===== config.mk =====
export PLATFORM = sky130hd
export DESIGN_NAME = spike_rate_monitor
export DESIGN_NICKNAME = d
export VERILOG_FILES = /design/src/rtl/spike_rate_monitor.sv
export SDC_FILE = /design/constraint.sdc
export NUM_CORES = 1
export LEC_CHECK = 0
export CORE_MARGIN = 2
export CORE_UTILIZATION = 45
export DETAILED_ROUTE_END_ITERATION = 16
export GPL_TIMING_DRIVEN = 0
export PLACE_DENSITY = 0.79
export SLEW_MARGIN = 20
export SYNTH_ARGS = -nofsm -noshare
export SYNTH_HDL_FRONTEND = slang
export SYNTH_SLANG_ARGS = --single-unit

===== constraint.sdc =====
create_clock -name clk -period 3.5 [get_ports clk]
set_clock_uncertainty 0.1 [all_clocks]
set_input_delay 0.7 -clock clk [delete_from_list [all_inputs] [get_ports clk]]
set_output_delay 0.7 -clock clk [all_outputs]
set_load 0.005 [all_outputs]

===== src/rtl/spike_rate_monitor.sv =====
// Spike rate monitor: counts rising edges of the neuron spike line per programmable
// window, flags bursts, and measures the inter-spike interval between consecutive edges.
module spike_rate_monitor #(
    parameter int unsigned WIN_W    = 8,
    parameter int unsigned CNT_W    = 8,
    parameter int unsigned BURST_TH = 8
) (
    input  logic             clk,
    input  logic             rst_n,
    input  logic             en,
    input  logic             spike,
    input  logic [WIN_W-1:0] window_len,
    output logic [CNT_W-1:0] rate_out,
    output logic             rate_valid,
    output logic             burst,
    output logic [7:0]       isi_out,
    output logic             isi_valid
);

    localparam int unsigned ISI_W = 8;

    logic             r_spike_q;
    logic [WIN_W-1:0] r_wcnt;
    logic [WIN_W-1:0] r_win_len;
    logic [CNT_W-1:0] r_scnt;
    logic [CNT_W-1:0] r_rate;
    logic             r_rate_valid;
    logic             r_burst;
    logic [ISI_W-1:0] r_isi_t;
    logic [ISI_W-1:0] r_isi_out;
    logic             r_isi_valid;
    logic             r_seen;

    logic             w_edge;
    logic [WIN_W-1:0] w_len;
    logic             w_last;
    logic             w_wrap;
    logic [CNT_W-1:0] w_scnt_inc;
    logic [CNT_W-1:0] w_rate_new;
    logic [ISI_W-1:0] w_isi_inc;

    assign w_edge     = en & spike & ~r_spike_q;
    // The length register is only trusted mid-window; at wcnt==0 the live input is the new L.
    // A zero length wraps to all-ones for L-1, which gives the 2^WIN_W window.
    assign w_len      = (r_wcnt == '0) ? window_len : r_win_len;
    assign w_last     = (r_wcnt == (w_len - WIN_W'(1)));
    assign w_wrap     = en & w_last;
    assign w_scnt_inc = (&r_scnt) ? r_scnt : r_scnt + CNT_W'(1);
    assign w_rate_new = w_edge ? w_scnt_inc : r_scnt;
    assign w_isi_inc  = (&r_isi_t) ? r_isi_t : r_isi_t + ISI_W'(1);

    // Edge-detect history follows spike regardless of enable
    always_ff @(posedge clk or negedge rst_n) begin
        if (!rst_n) begin
            r_spike_q <= 1'b0;
        end else begin
            r_spike_q <= spike;
        end
    end

    // Window position and latched length
    always_ff @(posedge clk or negedge rst_n) begin
        if (!rst_n) begin
            r_wcnt    <= '0;
            r_win_len <= '0;
        end else begin
            if (r_wcnt == '0) begin
                r_win_len <= window_len;
            end
            if (en) begin
                r_wcnt <= w_last ? '0 : r_wcnt + WIN_W'(1);
            end
        end
    end

    // Spike count and per-window rate report
    always_ff @(posedge clk or negedge rst_n) begin
        if (!rst_n) begin
            r_scnt       <= '0;
            r_rate       <= '0;
            r_rate_valid <= 1'b0;
            r_burst      <= 1'b0;
        end else begin
            r_rate_valid <= w_wrap;
            if (w_wrap) begin
                r_rate  <= w_rate_new;
                r_burst <= (32'(w_rate_new) >= 32'(BURST_TH));
                r_scnt  <= '0;
            end else if (w_edge) begin
                r_scnt <= w_scnt_inc;
            end
        end
    end

    // Inter-spike interval timer and report
    always_ff @(posedge clk or negedge rst_n) begin
        if (!rst_n) begin
            r_isi_t     <= '0;
            r_isi_out   <= '0;
            r_isi_valid <= 1'b0;
            r_seen      <= 1'b0;
        end else begin
            r_isi_valid <= w_edge & r_seen;
            if (w_edge) begin
                r_isi_t <= ISI_W'(1);
                r_seen  <= 1'b1;
                if (r_seen) begin
                    r_isi_out <= r_isi_t;
                end
            end else if (en) begin
                r_isi_t <= w_isi_inc;
            end
        end
    end

    assign rate_out   = r_rate;
    assign rate_valid = r_rate_valid;
    assign burst      = r_burst;
    assign isi_out    = r_isi_out;
    assign isi_valid  = r_isi_valid;

endmodule

==> results.toml <==
[floorplanning]
fp.dieArea_sq_um = 6630
die_height_um = 81.4
initial_util_pct = 46.1
core_area_sq_um = 5850
floorplan.die.width_um = 81.4
num_io_pins = 31
fp-row-count = 28

[logic_synthesis]
synth_area_sq_um = 2700
synth.lib_cells_used.distinct = 45
synth.ff_latch_count = 53
avgSynthCellArea_sq_um = 9.96
synth_sequential_area_ratio_pct = 49.1
synth_top_area_share_pct = 49.1
synthesis.yosys.warnings = 0
synth_enable_flop_cells = 0
post-synth-top-area-cell = "dfrtp_1"
synth_async_sr_flop_share_pct = 100
postSynthCellCount = 271
syn-num-nets = 288
synth_top_cells_by_area = "dfrtp_1 49%, mux2i_1 4.8%, nand3_1 3.5%, nor2_1 3.5%, nand2_1 3.3%"
dominantRegCellSynth = "dfrtp_1"

[final_layout]
layout.filler_cells = 512
post_route_cells_drive_above_1_share_pct = 15.5
layout.nets = 338
final_design_area_no_fill_sq_um = 3330
diode_count = 0
post_layout_nonfiller_instances = 397
final_core_util_pct = 56.9
area.growth.synth_to_final_pct = 23.4

[grt]
grt_first_pass_wirelength_um = 9450
grt_start_max_net_pins = 54
vias_in_the_first_global_route = 2163
grt_antenna_before_repair = 0
remaining_global_route_overflow = 0
grt_usage_pct = 18.2

[cts]
clock_sinks = 53
clock_latency_ns = 0.30
cts-root-to-sink-buffers = 2
tritoncts = "yes"
cts_made_buffers = 5
clkTransAtPathRegs_ns = 0.10
clock_tree.root_cell = "clkbuf_8"
ctsHtreeMaxLevel = 2

[placed_design]
dpl.hpwl_um = 3660
post-place-ws_ns = -0.187
cell_count_after_placement = 376
place.port_buffers = 30
place.gp.congestion = 0.858
area_post_placement_sq_um = 3090

[sta]
slew_headroom_pct = 56.7
timing_worst_slew_pin_value_ns = 0.650
achievable-frequency_ghz = 0.307
rsz0062_at_grt = "no"
whs_ns = 0.322
maxSlewViolCount = 0
layout_worst_path_cycle_share_pct = 93.2
period_minus_slack_ns = 3.26
number_of_failing_hold_endpoints_at_the_final_stage = 0
setup_tns_ns = 0
report.final.setup_viol = 0
setup_ws_ns = 0.239

[detailed_routing]
final_antenna_net_count = 0
drcViolationCount = 0
vias_per_cell = 5.34
routedWlPerCell_um = 13.6
vias = 2121
drt_iter0_drc = 88
detail_route.wirelength_um = 5400
detail_route.first_pass.iterations = 4

[power_and_ir_drop]
worst_ir_drop_vdd_v = 0.000334
pwr_density_cell_nw_per_um2 = 724
p_leak_nw = 1.51
power_mw = 2.41

[critical_path]
crit_arrival_ns = 3.35
endpoint_kind = "flop"
critPathKind = "flop to flop"
length_in_cells_of_the_worst_reg_to_reg_path = 14
cp_max_fo = 8
critical_path.startpoint_type = "flop"
cp.required_ns = 3.59
regToRegSetupSlack_ns = 0.24

[job]
maxCapViolations = 0

[min_path]
holdCritPathClass = "input pin to async pin"

[outcome]
run_status = "finished clean"
-- routing by layer --
layer	vias up	global-route usage (%)	part of all wire, %
met5	-	0	0
met4	0	7.97	2.4
met3	13	3.63	3.7
met2	51	30.5	47
met1	1012	22.9	47
li1	1045	-	-
-- logic make-up after synthesis --
group,after synthesis,share of synthesized area [%]
simple gates,110,21.3
flops,53,49.1
compound gates,36,8.81
buf+inv,29,4.73
mux,21,8.16
xor+xnor,17,5.52
fa+ha+maj,5,2.32
-- critical path, stage by stage, from the launching register on --
cell	delay, ns
dfrtp_1	0.39
inv_2	0.08
ha_1	0.16
or3b_1	0.34
buf_4	0.19
nor2_8	0.15
mux2i_4	0.27
ha_4	0.18
xnor2_1	0.14
nand3_1	0.12
a211oi_2	0.24
o2111ai_2	0.17
nor3_4	0.15
buf_6	0.15
mux2_4	0.30
-- layout make-up --
cell class              count  area, sq um  share of cell area [%]
repair buffers             44          404                    12.1
well taps                  75         93.8                    2.82
clock inverters             2         10.0                   0.301
multi-input cells         189         1290                    38.8
clock buffers               6         72.6                    2.18
plain buffers               9         57.6                    1.73
flip-flops and latches     53         1330                    39.9
inverters                  19         71.3                    2.14
-- where the power goes --
group	total (mW)	internal, mW	switching (mW)
clock	0.332	0.139	0.192
sequential	0.987	0.809	0.178
combinational	1.09	0.557	0.536
-- state kept, by name, indices dropped and copies added (netlist names) --
register,cells
r_win_len,8
r_spike_q,1
rate_valid,1
r_scnt,8
burst,1
isi_out,8
isi_valid,1
r_seen,1
r_wcnt,8
rate_out,8
r_isi_t,8
-- final timing paths --
kind | from | to
worst max-delay path | r_wcnt[0]$_DFFE_PN0P_ | burst$_DFFE_PN0P_
worst min-delay path | rst_n | r_isi_t[5]$_DFFE_PN0P_
worst max register to register | r_wcnt[0]$_DFFE_PN0P_ | burst$_DFFE_PN0P_
worst min register to register | r_seen$_DFFE_PN0P_ | r_seen$_DFFE_PN0P_
max in group asynchronous | rst_n | r_wcnt[4]$_DFFE_PN0P_
min in group clk | r_seen$_DFFE_PN0P_ | r_seen$_DFFE_PN0P_
-- synth_stat cells, drive strengths merged (7+ instances only) --
library cell	n
nor3	7
nand3	19
dfrtp	53
mux2i	13
mux2	8
nand2b	7
nor2	26
o21ai	16
nand4	8
xor2	10
inv	19
nand2	24
xnor2	7
-- cells in the final DEF, fill, tap and decap left out, types with 2 or more instances in the layout --
| master | n |
|---|---|
| ha_1 | 4 |
| and4_1 | 2 |
| dfrtp_1 | 51 |
| clkbuf_1 | 4 |
| dfrtp_2 | 2 |
| inv_1 | 18 |
| buf_4 | 16 |
| nor4_1 | 3 |
| nor4_2 | 2 |
| clkdlybuf4s50_1 | 29 |
| mux2_2 | 7 |
| o21ai_1 | 2 |
| nor2_1 | 25 |
| o21ai_0 | 13 |
| nand4_1 | 8 |
| nand2b_1 | 7 |
| a21oi_1 | 4 |
| clkinv_2 | 2 |
| xor2_1 | 10 |
| o21a_1 | 2 |
| and3_1 | 6 |
| nand2_1 | 24 |
| mux2i_1 | 12 |
| nand3_1 | 19 |
| nor3_1 | 6 |
| buf_2 | 2 |
| a32oi_1 | 2 |
| clkbuf_8 | 5 |
| xnor2_1 | 7 |
| o211ai_1 | 2 |
| buf_6 | 2 |
-- timing repair --
item                                    CTS  global route
hold buffers                              0             0
gates resized for setup                   8             7
setup buffers                             9             4
endpoints found under the setup margin   23            24
gates cloned                              1             0
pin swaps                                 3             4
No activity file was read; power rests on OpenSTA's default activity.
